--- src/rtl/mem_host_loader.sv ---
// Host-side burst loader, readback port and run supervisor sitting between the
// host, the unified instruction/data memory and the multicycle CPU core.
module mem_host_loader #(
  parameter int DATA_W     = 16,
  parameter int ADDR_W     = 8,
  parameter int RST_CYCLES = 3,
  parameter int CNT_W      = 16,
  parameter int MAX_CYCLES = 1000
) (
  input  logic              clk,
  input  logic              Rst_n,
  input  logic              Ld_Valid,
  input  logic              Ld_First,
  input  logic [ADDR_W-1:0] Ld_Addr,
  input  logic [DATA_W-1:0] Ld_Data,
  output logic              Ld_Ready,
  input  logic              Rb_Req,
  input  logic [ADDR_W-1:0] Rb_Addr,
  output logic              Rb_Ready,
  output logic              Rb_Valid,
  output logic [DATA_W-1:0] Rb_Data,
  input  logic              Run_Start,
  input  logic              Run_Abort,
  output logic              Cpu_Rst,
  input  logic [ADDR_W-1:0] Cpu_Addr,
  input  logic [DATA_W-1:0] Cpu_WData,
  input  logic              Cpu_WE,
  input  logic              Cpu_Done,
  output logic [ADDR_W-1:0] MEM_Addr,
  output logic [DATA_W-1:0] MEM_WData,
  output logic              MEM_WE,
  input  logic [DATA_W-1:0] MEM_RData,
  output logic              Busy,
  output logic              Halted,
  output logic              Timeout,
  output logic              Aborted,
  output logic [CNT_W-1:0]  Run_Cycles
);

  typedef enum logic [1:0] {IDLE, RSTHOLD, RUN, DONE} state_t;

  typedef struct packed {
    logic [ADDR_W-1:0] addr;
    logic [DATA_W-1:0] wdata;
    logic              we;
  } mem_req_t;

  localparam int               RC_W     = (RST_CYCLES > 1) ? $clog2(RST_CYCLES) : 1;
  localparam logic [RC_W-1:0]  RC_LAST  = RC_W'(RST_CYCLES - 1);
  localparam logic [CNT_W-1:0] TMO_LAST = CNT_W'(MAX_CYCLES - 1);
  localparam bit               TMO_EN   = (MAX_CYCLES != 0);

  state_t            state;
  logic [ADDR_W-1:0] ptr;
  logic [RC_W-1:0]   rst_cnt;
  logic              rb_pend;
  logic [DATA_W-1:0] rb_hold;

  logic              host, beat, rb_acc, start_acc;
  logic [ADDR_W-1:0] beat_addr;
  mem_req_t          req;

  // Host ownership is gated by Rst_n so handshakes drop the instant reset asserts.
  assign host      = Rst_n & ((state == IDLE) | (state == DONE));
  assign Ld_Ready  = host & ~rb_pend;
  assign beat      = Ld_Valid & Ld_Ready;
  assign Rb_Ready  = Rb_Req & host & ~Ld_Valid & ~rb_pend;
  assign rb_acc    = Rb_Ready;
  assign start_acc = Run_Start & host & ~beat & ~rb_acc;
  assign beat_addr = Ld_First ? Ld_Addr : ptr;

  always_comb begin
    req = '0;
    if (state == RUN)
      req = '{addr: Cpu_Addr, wdata: Cpu_WData, we: Cpu_WE};
    else if (beat)
      req = '{addr: beat_addr, wdata: Ld_Data, we: 1'b1};
    else if (rb_acc)
      req.addr = Rb_Addr;
  end

  assign MEM_Addr  = req.addr;
  assign MEM_WData = req.wdata;
  assign MEM_WE    = req.we;

  // CPU reset is a pure state decode, so it reasserts in the very cycle DONE is entered.
  assign Cpu_Rst  = (state != RUN);
  assign Busy     = (state == RSTHOLD) | (state == RUN);
  assign Rb_Valid = rb_pend;
  assign Rb_Data  = rb_pend ? MEM_RData : rb_hold;

  always_ff @(posedge clk or negedge Rst_n) begin
    if (!Rst_n) begin
      state      <= IDLE;
      ptr        <= '0;
      rst_cnt    <= '0;
      rb_pend    <= 1'b0;
      rb_hold    <= '0;
      Halted     <= 1'b0;
      Timeout    <= 1'b0;
      Aborted    <= 1'b0;
      Run_Cycles <= '0;
    end else begin
      rb_pend <= rb_acc;
      if (rb_pend) rb_hold <= MEM_RData;
      if (beat)    ptr     <= beat_addr + ADDR_W'(1);

      case (state)
        IDLE, DONE: begin
          if (start_acc) begin
            state      <= RSTHOLD;
            rst_cnt    <= '0;
            Halted     <= 1'b0;
            Timeout    <= 1'b0;
            Aborted    <= 1'b0;
            Run_Cycles <= '0;
          end
        end
        RSTHOLD: begin
          if (Run_Abort) begin
            state   <= DONE;
            Aborted <= 1'b1;
          end else if (rst_cnt == RC_LAST) begin
            state <= RUN;
          end else begin
            rst_cnt <= rst_cnt + RC_W'(1);
          end
        end
        RUN: begin
          // The exit cycle is itself a RUN cycle, so it is counted too.
          if (~&Run_Cycles) Run_Cycles <= Run_Cycles + CNT_W'(1);
          if (Run_Abort) begin
            state   <= DONE;
            Aborted <= 1'b1;
          end else if (Cpu_Done) begin
            state  <= DONE;
            Halted <= 1'b1;
          end else if (TMO_EN && (Run_Cycles == TMO_LAST)) begin
            state   <= DONE;
            Timeout <= 1'b1;
          end
        end
        default: state <= IDLE;
      endcase
    end
  end

endmodule

--- config.mk ---
export PLATFORM = sky130hd
export DESIGN_NAME = mem_host_loader
export DESIGN_NICKNAME = d
export VERILOG_FILES = /design/src/rtl/mem_host_loader.sv
export SDC_FILE = /design/constraint.sdc
export NUM_CORES = 1
export LEC_CHECK = 0
export CAP_MARGIN = 30
export CORE_ASPECT_RATIO = 1.5
export CORE_MARGIN = 2
export CORE_UTILIZATION = 41
export DETAILED_ROUTE_END_ITERATION = 16
export MAX_ROUTING_LAYER = met4
export PLACE_DENSITY = 0.85
export SETUP_SLACK_MARGIN = 0.2
export SYNTH_ARGS = -nofsm -noshare
export SYNTH_HDL_FRONTEND = slang
export SYNTH_SLANG_ARGS = --single-unit
--- constraint.sdc ---
create_clock -name clk -period 2.4 [get_ports clk]
set_clock_uncertainty 0.05 [all_clocks]
set_input_delay 0.48 -clock clk [delete_from_list [all_inputs] [get_ports clk]]
set_output_delay 0.48 -clock clk [all_outputs]
set_load 0.1 [all_outputs]
==> impl_metrics.yaml, run 1 <==
run_status:
  status: "finished with violations"
  failed_checks: "negative setup slack"
cts:
  numCtsBuffers: 5
  clkTransAtPathRegs_ns: 0.09
  cts_sinks: 48
  htree_levels: 2
  cts_root_buf: "clkbuf_8"
  tritoncts: "built"
  clk-insertion-delay-late_ns: 0.30
  clock_path_buffers: 2
floorplanning:
  chipHeight_um: 108
  ios: 146
  rows: 37
  core_area_um2: 6900
  die_area_um2: 7860
  start_util: 0.425
  die_w_um: 73.1
setup_path:
  start_kind: "flip-flop"
  critPathArrivalTime_ns: 2.05
  critPathTopFamily: "simple AND/OR/NAND/NOR gates"
  crit_path_max_fanout: 5
  worstPathCellList: "ha_4 > and3b_4 > and3b_2 > a22oi_2 > o21ai_4 > buf_12"
  path_class: "reg2out"
  endpoint_kind: "output pin"
  crit_required_ns: 1.87
  crit_slowest_cell: "dfrtp_1"
  critical-path-max-stage-delay_ns: 0.42
  crit_buf_inv: 1
synthesis:
  avgSynthCellArea_um2: 8.58
  synth_cell_type_count: 45
  synth_seq_cells: 48
  synth_top_cell_by_area: "dfrtp_1"
  synth_ff_type: "dfrtp_1"
  synth_area_leaders: "dfrtp_1, nand2_1, o21ai_0"
  synth_area_um2: 2930
  synthArstFlopShare: 1.00
  synth_edf_count: 0
  synth_warnings: 0
  ys_seq_area_frac: 0.409
  synthCells: 342
  synth_top_area_frac: 0.409
  syn-num-nets: 428
timing:
  drv_slew: 0
  rsz0062_at_grt: "yes"
  fmax_mhz: 388
  fin_crit_ns: 2.58
  setup_viol: 26
  tightest_slew_ns: 0.571
  fin_crit_sh: 1.08
  fin_ws_ns: -0.180
  relSlewSlack: 0.618
  hold_viol_final: 0
layout:
  antennaDiodeCount: 0
  final_nets: 599
  final_common_cell: "clkdlybuf4s50_1"
  layout_common_cells: "clkdlybuf4s50_1, nand2_1, buf_12, buf_4, dfrtp_1"
  drive_gt1_frac: 0.403
  fin_cells: 592
  area_delta_synth_final_pct: 93.4
  design_area_um2: 5680
global_route:
  grt_antenna_before_repair: 0
  grt_use_total: 0.284
  grt_pass1_vias: 3395
  overflow: 0
  grt_pass1_wl_um: 16800
  grt_max_degree: 45
place:
  place.gp.congestion: 0.931
  port_buffers: 145
  dp_hpwl_um: 8130
  dp.cells: 573
  placed_area_um2: 5390
detailed_routing:
  drtIter0Drc: 133
  drc: 0
  totalWireLength_um: 11400
  ant_nets: 0
  wire_per_inst_um: 19.3
  vias_per_cell: 5.68
  vias: 3361
  first_pass_iters: 4
worst_hold_path:
  hold_class: "in2async"
job:
  drv_cap: 0
## registers in the layout, summed over array words and instances (netlist names)
register	count
Aborted	1
Halted	1
Rb_Valid	1
Run_Cycles	16
Timeout	1
ptr	8
rb_hold	16
rst_cnt	2
state	2
## worst register-to-register path: cells and delay by family (launching register included)
family / cells / cell delay, ns
flops: 1 / 0.40
compound gates: 3 / 0.60
fa+ha+maj: 1 / 0.26
buf+inv: 4 / 0.60
## logic make-up (layout without fill, tap and decap cells)
kind of cell / count (synthesis) / in the layout / synth area share
buffers and inverters: 26 / 197 / 0.0409
multiplexers: 26 / 26 / 0.0964
AO/OA/AOI/OAI: 91 / 91 / 0.191
XOR/XNOR: 6 / 6 / 0.0179
flip-flops: 48 / 48 / 0.409
AND/OR/NAND/NOR: 140 / 141 / 0.223
adder cells (fa/ha/maj): 5 / 5 / 0.0213
## path summary, 6_finish.rpt
| check | cells past startpoint | endpoint | slack, ns | start |
|---|---|---|---|---|
| setup / recovery | 6 | MEM_Addr[4] | -0.18 | state[1]$_DFFE_PN0P_ |
| hold / removal | 2 | Aborted$_DFFE_PN0P_ | 0.15 | Rst_n |
| setup reg to reg | 8 | Run_Cycles[13]$_DFFE_PN0P_ | 0.38 | state[0]$_DFFE_PN0P_ |
| hold reg to reg | 2 | ptr[1]$_DFFE_PN0N_ | 0.43 | ptr[1]$_DFFE_PN0N_ |
| max in group asynchronous | 3 | Run_Cycles[11]$_DFFE_PN0P_ | 1.45 | Rst_n |
| min in group clk | 2 | ptr[1]$_DFFE_PN0N_ | 0.43 | ptr[1]$_DFFE_PN0N_ |
## area by class of cell
class | instances | area [µm²]
inverter | 7 | 30.0
sequential | 48 | 1220
tap | 78 | 97.6
multi-input combinational | 269 | 2030
fill | 375 | 1220
clock buffer | 7 | 86.3
clock inverter | 1 | 7.51
timing repair buffer | 182 | 2200
## cell usage after synthesis, types with 2 or more instances
| master | number |
|---|---|
| mux2_2 | 18 |
| nand2b_1 | 3 |
| nand3b_1 | 3 |
| nand4_1 | 6 |
| xnor2_1 | 4 |
| a211oi_1 | 2 |
| nor3_1 | 3 |
| or3_1 | 2 |
| a22o_2 | 2 |
| dfrtp_1 | 48 |
| clkbuf_1 | 12 |
| nand2_1 | 76 |
| a22o_1 | 4 |
| a31oi_1 | 3 |
| nor2_1 | 17 |
| ha_1 | 5 |
| buf_2 | 3 |
| a21oi_1 | 12 |
| inv_1 | 7 |
| o211ai_2 | 3 |
| and4_1 | 2 |
| and3_1 | 2 |
| o21ai_0 | 53 |
| xor2_1 | 2 |
| nand3_1 | 13 |
| and3b_1 | 2 |
| buf_4 | 3 |
| mux2i_1 | 8 |
| nand4b_1 | 3 |
| a22oi_1 | 4 |
| or2_2 | 2 |
| a32o_1 | 2 |
## through the flow
stage | hold slack, ns | utilization | setup WS, ns | setup TNS (ns)
2_1_floorplan | 0.134 | - | -0.606 | -12.47
6_report | 0.150 | 0.823 | -0.180 | -3.83
5_1_grt | 0.156 | 0.823 | -0.246 | -5.24
3_5_place_dp | 0.417 | 0.781 | -0.213 | -1.54
4_1_cts | 0.149 | 0.809 | -0.192 | -3.39
3_3_place_gp | 0.404 | 0.781 | -0.147 | -1.07
## repair_timing
action | CTS | global route
setup endpoints to repair | 32 | 26
gates cloned | 1 | 1
gates resized for setup | 7 | 22
buffers inserted | 8 | 1
hold buffers | 0 | 0
pin swaps | 2 | 8
## layer usage
| metal | global-route usage | vias to the layer above | part of all wire |
|---|---|---|---|
| met2 | 0.531 | 169 | 0.54 |
| met1 | 0.281 | 1604 | 0.34 |
| met5 | - | - | 0 |
| met4 | 0.104 | 0 | 0.042 |
| met3 | 0.0581 | 34 | 0.084 |
| li1 | - | 1554 | - |
Power of run 1 is left out: the tool's default activity adds up to more than one toggle a clock period on the data nets, which glitch-free logic cannot reach.
==> run 2, diff against run 1 <==
--- a/config.mk
+++ b/config.mk
@@ -8,10 +8,11 @@
 export CAP_MARGIN = 30
 export CORE_ASPECT_RATIO = 1.5
 export CORE_MARGIN = 2
-export CORE_UTILIZATION = 41
+export CORE_UTILIZATION = 42
+export CTS_BUF_LIST = sky130_fd_sc_hd__clkbuf_8
 export DETAILED_ROUTE_END_ITERATION = 16
 export MAX_ROUTING_LAYER = met4
-export PLACE_DENSITY = 0.85
+export PLACE_DENSITY = 0.86
 export SETUP_SLACK_MARGIN = 0.2
 export SYNTH_ARGS = -nofsm -noshare
 export SYNTH_HDL_FRONTEND = slang
==> run 2 against run 1 <==
The run still ends with negative setup slack left. Worst hold slack worse by 0.043 ns. Via count rose by 3.7%. Register-to-register slack gained 0.04 ns. Core utilization is 2.4 points higher. First-iteration DRC count grew 0.75%. Die area fell by 2.3%. Worst setup slack worse by 0.087 ns. Design area grew 1.5%. Flip-flop and latch count stayed put. Critical path type unchanged. Largest cell class unchanged. Highest routed layer unchanged.
==> impl_metrics.yaml, run 2 (same netlist as run 1, synthesis figures left out) <==
run_status:
  status: "finished with violations"
  failed_checks: "negative setup slack"
layout:
  final_common_cell: "clkdlybuf4s50_1"
  final_nets: 601
  fin_cells: 594
  antennaDiodeCount: 0
  top_regs: "Run_Cycles (16), rb_hold (16), ptr (8)"
  layout_common_cells: "clkdlybuf4s50_1, nand2_1, buf_4"
  drive_gt1_frac: 0.413
  area_delta_synth_final_pct: 96.3
floorplanning:
  core_area_um2: 6810
  die_w_um: 72.2
  chipHeight_um: 106
  start_util: 0.431
  die_area_um2: 7680
  ios: 146
  rows: 37
worst_hold_path:
  hold_class: "in2async"
cts:
  clk-insertion-delay-late_ns: 0.31
  cts_sinks: 48
  cts_root_buf: "clkbuf_8"
  clkTransAtPathRegs_ns: 0.09
  tritoncts: "built"
  numCtsBuffers: 5
  htree_levels: 2
  cts_hold_buf: 0
  clock_path_buffers: 2
global_route:
  grt_pass1_vias: 3444
  grt_max_degree: 41
  grt_antenna_before_repair: 0
  grt_pass1_wl_um: 17000
  overflow: 0
  grt_use_total: 0.294
detailed_routing:
  vias: 3487
  drc: 0
  first_pass_iters: 4
  vias_per_cell: 5.87
  ant_nets: 0
  totalWireLength_um: 12600
  drtIter0Drc: 134
  wire_per_inst_um: 21.1
setup_path:
  path_class: "reg2out"
  endpoint_kind: "output pin"
  start_kind: "flip-flop"
  crit_path_max_fanout: 5
  crit_required_ns: 1.87
  critPathArrivalTime_ns: 2.14
timing:
  setup_viol: 26
  tightest_slew_ns: 0.514
  fmax_mhz: 375
  fin_crit_ns: 2.67
  rsz0062_at_grt: "yes"
  relSlewSlack: 0.656
  fin_crit_sh: 1.11
  drv_slew: 0
  hold_viol_final: 0
  fin_ws_ns: -0.267
  finalSetupTns_ns: -5.24
place:
  dp_hpwl_um: 8340
  dp.cells: 574
  port_buffers: 145
  place.gp.congestion: 0.907
job:
  drv_cap: 0
==> run 2: cell type report <==
| class | instances | area, µm² |
|---|---|---|
| Timing Repair Buffer | 184 | 2230 |
| Multi-Input combinational cell | 269 | 2100 |
| Sequential cell | 48 | 1220 |
| Fill cell | 364 | 1050 |
| Tap cell | 78 | 97.6 |
| Clock buffer | 5 | 68.8 |
| Inverter | 7 | 30.0 |
| Clock inverter | 3 | 12.5 |
==> run 2: worst max-delay path: stages, from the launching register on <==
cell and delay [ns]:
dfrtp_1 0.43, ha_4 0.29, and3b_4 0.24, and2_4 0.23, clkbuf_16 0.18, nand2_1 0.10
o21ai_4 0.17, buf_12 0.19
==> run 2: final timing paths <==
| check | start | endpoint | slack, ns | cells past startpoint |
|---|---|---|---|---|
| worst max-delay path | state[1]$_DFFE_PN0P_ | MEM_WData[2] | -0.27 | 7 |
| worst min-delay path | Rst_n | rst_cnt[0]$_DFFE_PN0P_ | 0.11 | 2 |
| worst max register to register | state[1]$_DFFE_PN0P_ | Run_Cycles[5]$_DFFE_PN0P_ | 0.42 | 7 |
| worst min register to register | Aborted$_DFFE_PN0P_ | Aborted$_DFFE_PN0P_ | 0.45 | 2 |
| max in group asynchronous | Rst_n | Run_Cycles[4]$_DFFE_PN0P_ | 1.44 | 3 |
| min in group clk | Aborted$_DFFE_PN0P_ | Aborted$_DFFE_PN0P_ | 0.45 | 2 |
==> run 2: metal layers <==
layer  up-vias  part of all wire  GRT usage
met4         0             0.052      0.136
met5         -                 0          -
met3        47             0.076     0.0569
li1       1564                 -          -
met2       191              0.54      0.532
met1      1685              0.33      0.295
==> run 2: per-stage QoR <==
stage / cell area (µm²) / setup WS (ns) / hold slack, ns / utilization
6_report: 5760 / -0.267 / 0.107 / 0.846
4_1_cts: 5600 / -0.190 / 0.0967 / 0.823
5_1_grt: 5760 / -0.305 / 0.0979 / 0.846
3_5_place_dp: 5400 / -0.191 / 0.430 / 0.793
3_3_place_gp: 5400 / -0.139 / 0.418 / 0.793
2_1_floorplan: 3330 / -0.606 / 0.134 / -
==> run 2: repair_timing <==
action	in CTS	in global routing
setup endpoints to repair	28	26
gates cloned	1	3
resized for setup	18	28
buffers inserted	8	0
pin swaps	8	25
Power of run 2 is left out for the same reason.
==> run 3, diff against run 2 <==
--- a/config.mk
+++ b/config.mk
@@ -7,10 +7,11 @@
 export LEC_CHECK = 0
 export CAP_MARGIN = 30
 export CORE_ASPECT_RATIO = 1.5
-export CORE_MARGIN = 2
+export CORE_MARGIN = 3
 export CORE_UTILIZATION = 42
 export CTS_BUF_LIST = sky130_fd_sc_hd__clkbuf_8
 export DETAILED_ROUTE_END_ITERATION = 16
+export HOLD_SLACK_MARGIN = 0.1
 export MAX_ROUTING_LAYER = met4
 export PLACE_DENSITY = 0.86
 export SETUP_SLACK_MARGIN = 0.2
==> run 3 against run 2 <==
The flow still finishes with violations (negative setup slack). Highest routed layer unchanged. Sequential share of layout area decreased by 0.46 points. Flip-flop and latch count unchanged. Maximum frequency rose by 0.69%.
==> impl_metrics.yaml, run 3 (same netlist as run 1, synthesis figures left out) <==
layout:
  final_common_cell: "clkdlybuf4s50_1"
  utilization: 0.889
  layout_common_cells: "clkdlybuf4s50_1, nand2_1, buf_12"
  top_regs: "Run_Cycles (16), rb_hold (16), ptr (8)"
  final_nets: 605
  drive_gt1_frac: 0.429
  area_delta_synth_final_pct: 101
  fin_cells: 597
run_status:
  status: "finished with violations"
  failed_checks: "negative setup slack"
cts:
  numCtsBuffers: 5
  tritoncts: "built"
  cts_hold_buf: 0
  clkTransAtPathRegs_ns: 0.09
  htree_levels: 2
  clock_path_buffers: 2
  cts_sinks: 48
  clk-insertion-delay-late_ns: 0.29
  cts_root_buf: "clkbuf_8"
detailed_routing:
  drtIter0Drc: 271
  vias_per_cell: 6.28
  ant_nets: 0
  wire_per_inst_um: 24.2
  vias: 3747
  drc: 0
  totalWireLength_um: 14500
  first_pass_iters: 5
place:
  dp.cells: 572
  port_buffers: 145
  dp_hpwl_um: 8570
  place.gp.congestion: 0.884
  dpl_worst_slack_ns: -0.213
setup_path:
  crit_slowest_cell: "dfrtp_1"
  crit_path_max_fanout: 5
  crit_required_ns: 1.87
  critPathArrivalTime_ns: 2.12
  critical-path-max-stage-delay_ns: 0.39
  worstPathCellList: "inv_2 > ha_4 > and3b_4 > and3b_2 > a22oi_2 > o21ai_4 > buf_12"
  start_kind: "flip-flop"
  path_class: "reg2out"
  endpoint_kind: "output pin"
floorplanning:
  core_area_um2: 6620
  ios: 146
  die_area_um2: 8050
  start_util: 0.443
  die_w_um: 74.2
  rows: 36
  chipHeight_um: 108
timing:
  relSlewSlack: 0.654
  fmax_mhz: 378
  fin_ws_ns: -0.249
  drv_slew: 0
  setup_viol: 26
  fin_crit_ns: 2.65
  finalSetupTns_ns: -4.39
  hold_viol_final: 0
  tightest_slew_ns: 0.516
  fin_crit_sh: 1.10
  rsz0062_at_grt: "yes"
global_route:
  grt_pass1_wl_um: 19100
  grt_max_degree: 40
  grt_antenna_before_repair: 1
  grt_pass1_vias: 3617
  overflow: 0
  grt_use_total: 0.324
job:
  drv_cap: 0
worst_hold_path:
  hold_class: "in2async"
-- run 3: repair_timing --
item / CTS / global route
gates resized for setup: 48 / 23
buffers inserted: 6 / 8
pin swaps: 24 / 12
endpoints found under the hold margin: 0 / 0
cloned: 2 / 0
endpoints found under the setup margin: 27 / 36
-- run 3: final cells by class --
type	count	area, µm²
Tap cell	76	95.1
Sequential cell	48	1220
Antenna cell	1	2.50
Timing Repair Buffer	188	2290
Fill cell	259	734
Clock inverter	1	30.0
Clock buffer	7	96.3
Inverter	7	35.0
Multi-Input combinational cell	269	2120
-- run 3: worst paths after layout --
path	depth (start not counted)	start	slack, ns	end
worst max-delay path	7	state[0]$_DFFE_PN0P_	-0.25	MEM_Addr[1]
worst min-delay path	2	Rst_n	0.15	Run_Cycles[1]$_DFFE_PN0P_
worst max register to register	11	state[0]$_DFFE_PN0P_	0.13	Run_Cycles[0]$_DFFE_PN0P_
worst min register to register	1	rb_hold[11]$_DFF_PN0_	0.47	rb_hold[11]$_DFF_PN0_
max in group asynchronous	3	Rst_n	1.44	Run_Cycles[8]$_DFFE_PN0P_
min in group clk	1	rb_hold[11]$_DFF_PN0_	0.47	rb_hold[11]$_DFF_PN0_
-- run 3: layer usage --
| metal | part of all wire | global-route usage | wire length, µm | vias up |
|---|---|---|---|---|
| li1 | - | - | - | 1571 |
| met3 | 0.096 | 0.0688 | 1390 | 105 |
| met5 | 0 | - | 0 | - |
| met2 | 0.52 | 0.578 | 7470 | 307 |
| met4 | 0.076 | 0.155 | 1100 | 0 |
| met1 | 0.31 | 0.328 | 4510 | 1764 |
-- run 3: per-stage QoR --
stage	cell area [µm²]	hold slack, ns
2_1_floorplan	3330	0.134
3_3_place_gp	5410	0.417
3_5_place_dp	5410	0.423
4_1_cts	5750	0.153
5_1_grt	5890	0.141
6_report	5890	0.149
-- run 3: critical path, delay by kind of cell, from the launching register on --
kind	cells	cell delay, ns
compound gates	2	0.32
simple gates	2	0.57
fa+ha+maj	1	0.27
buf+inv	2	0.27
flops	1	0.39
Power of run 3 is left out for the same reason.
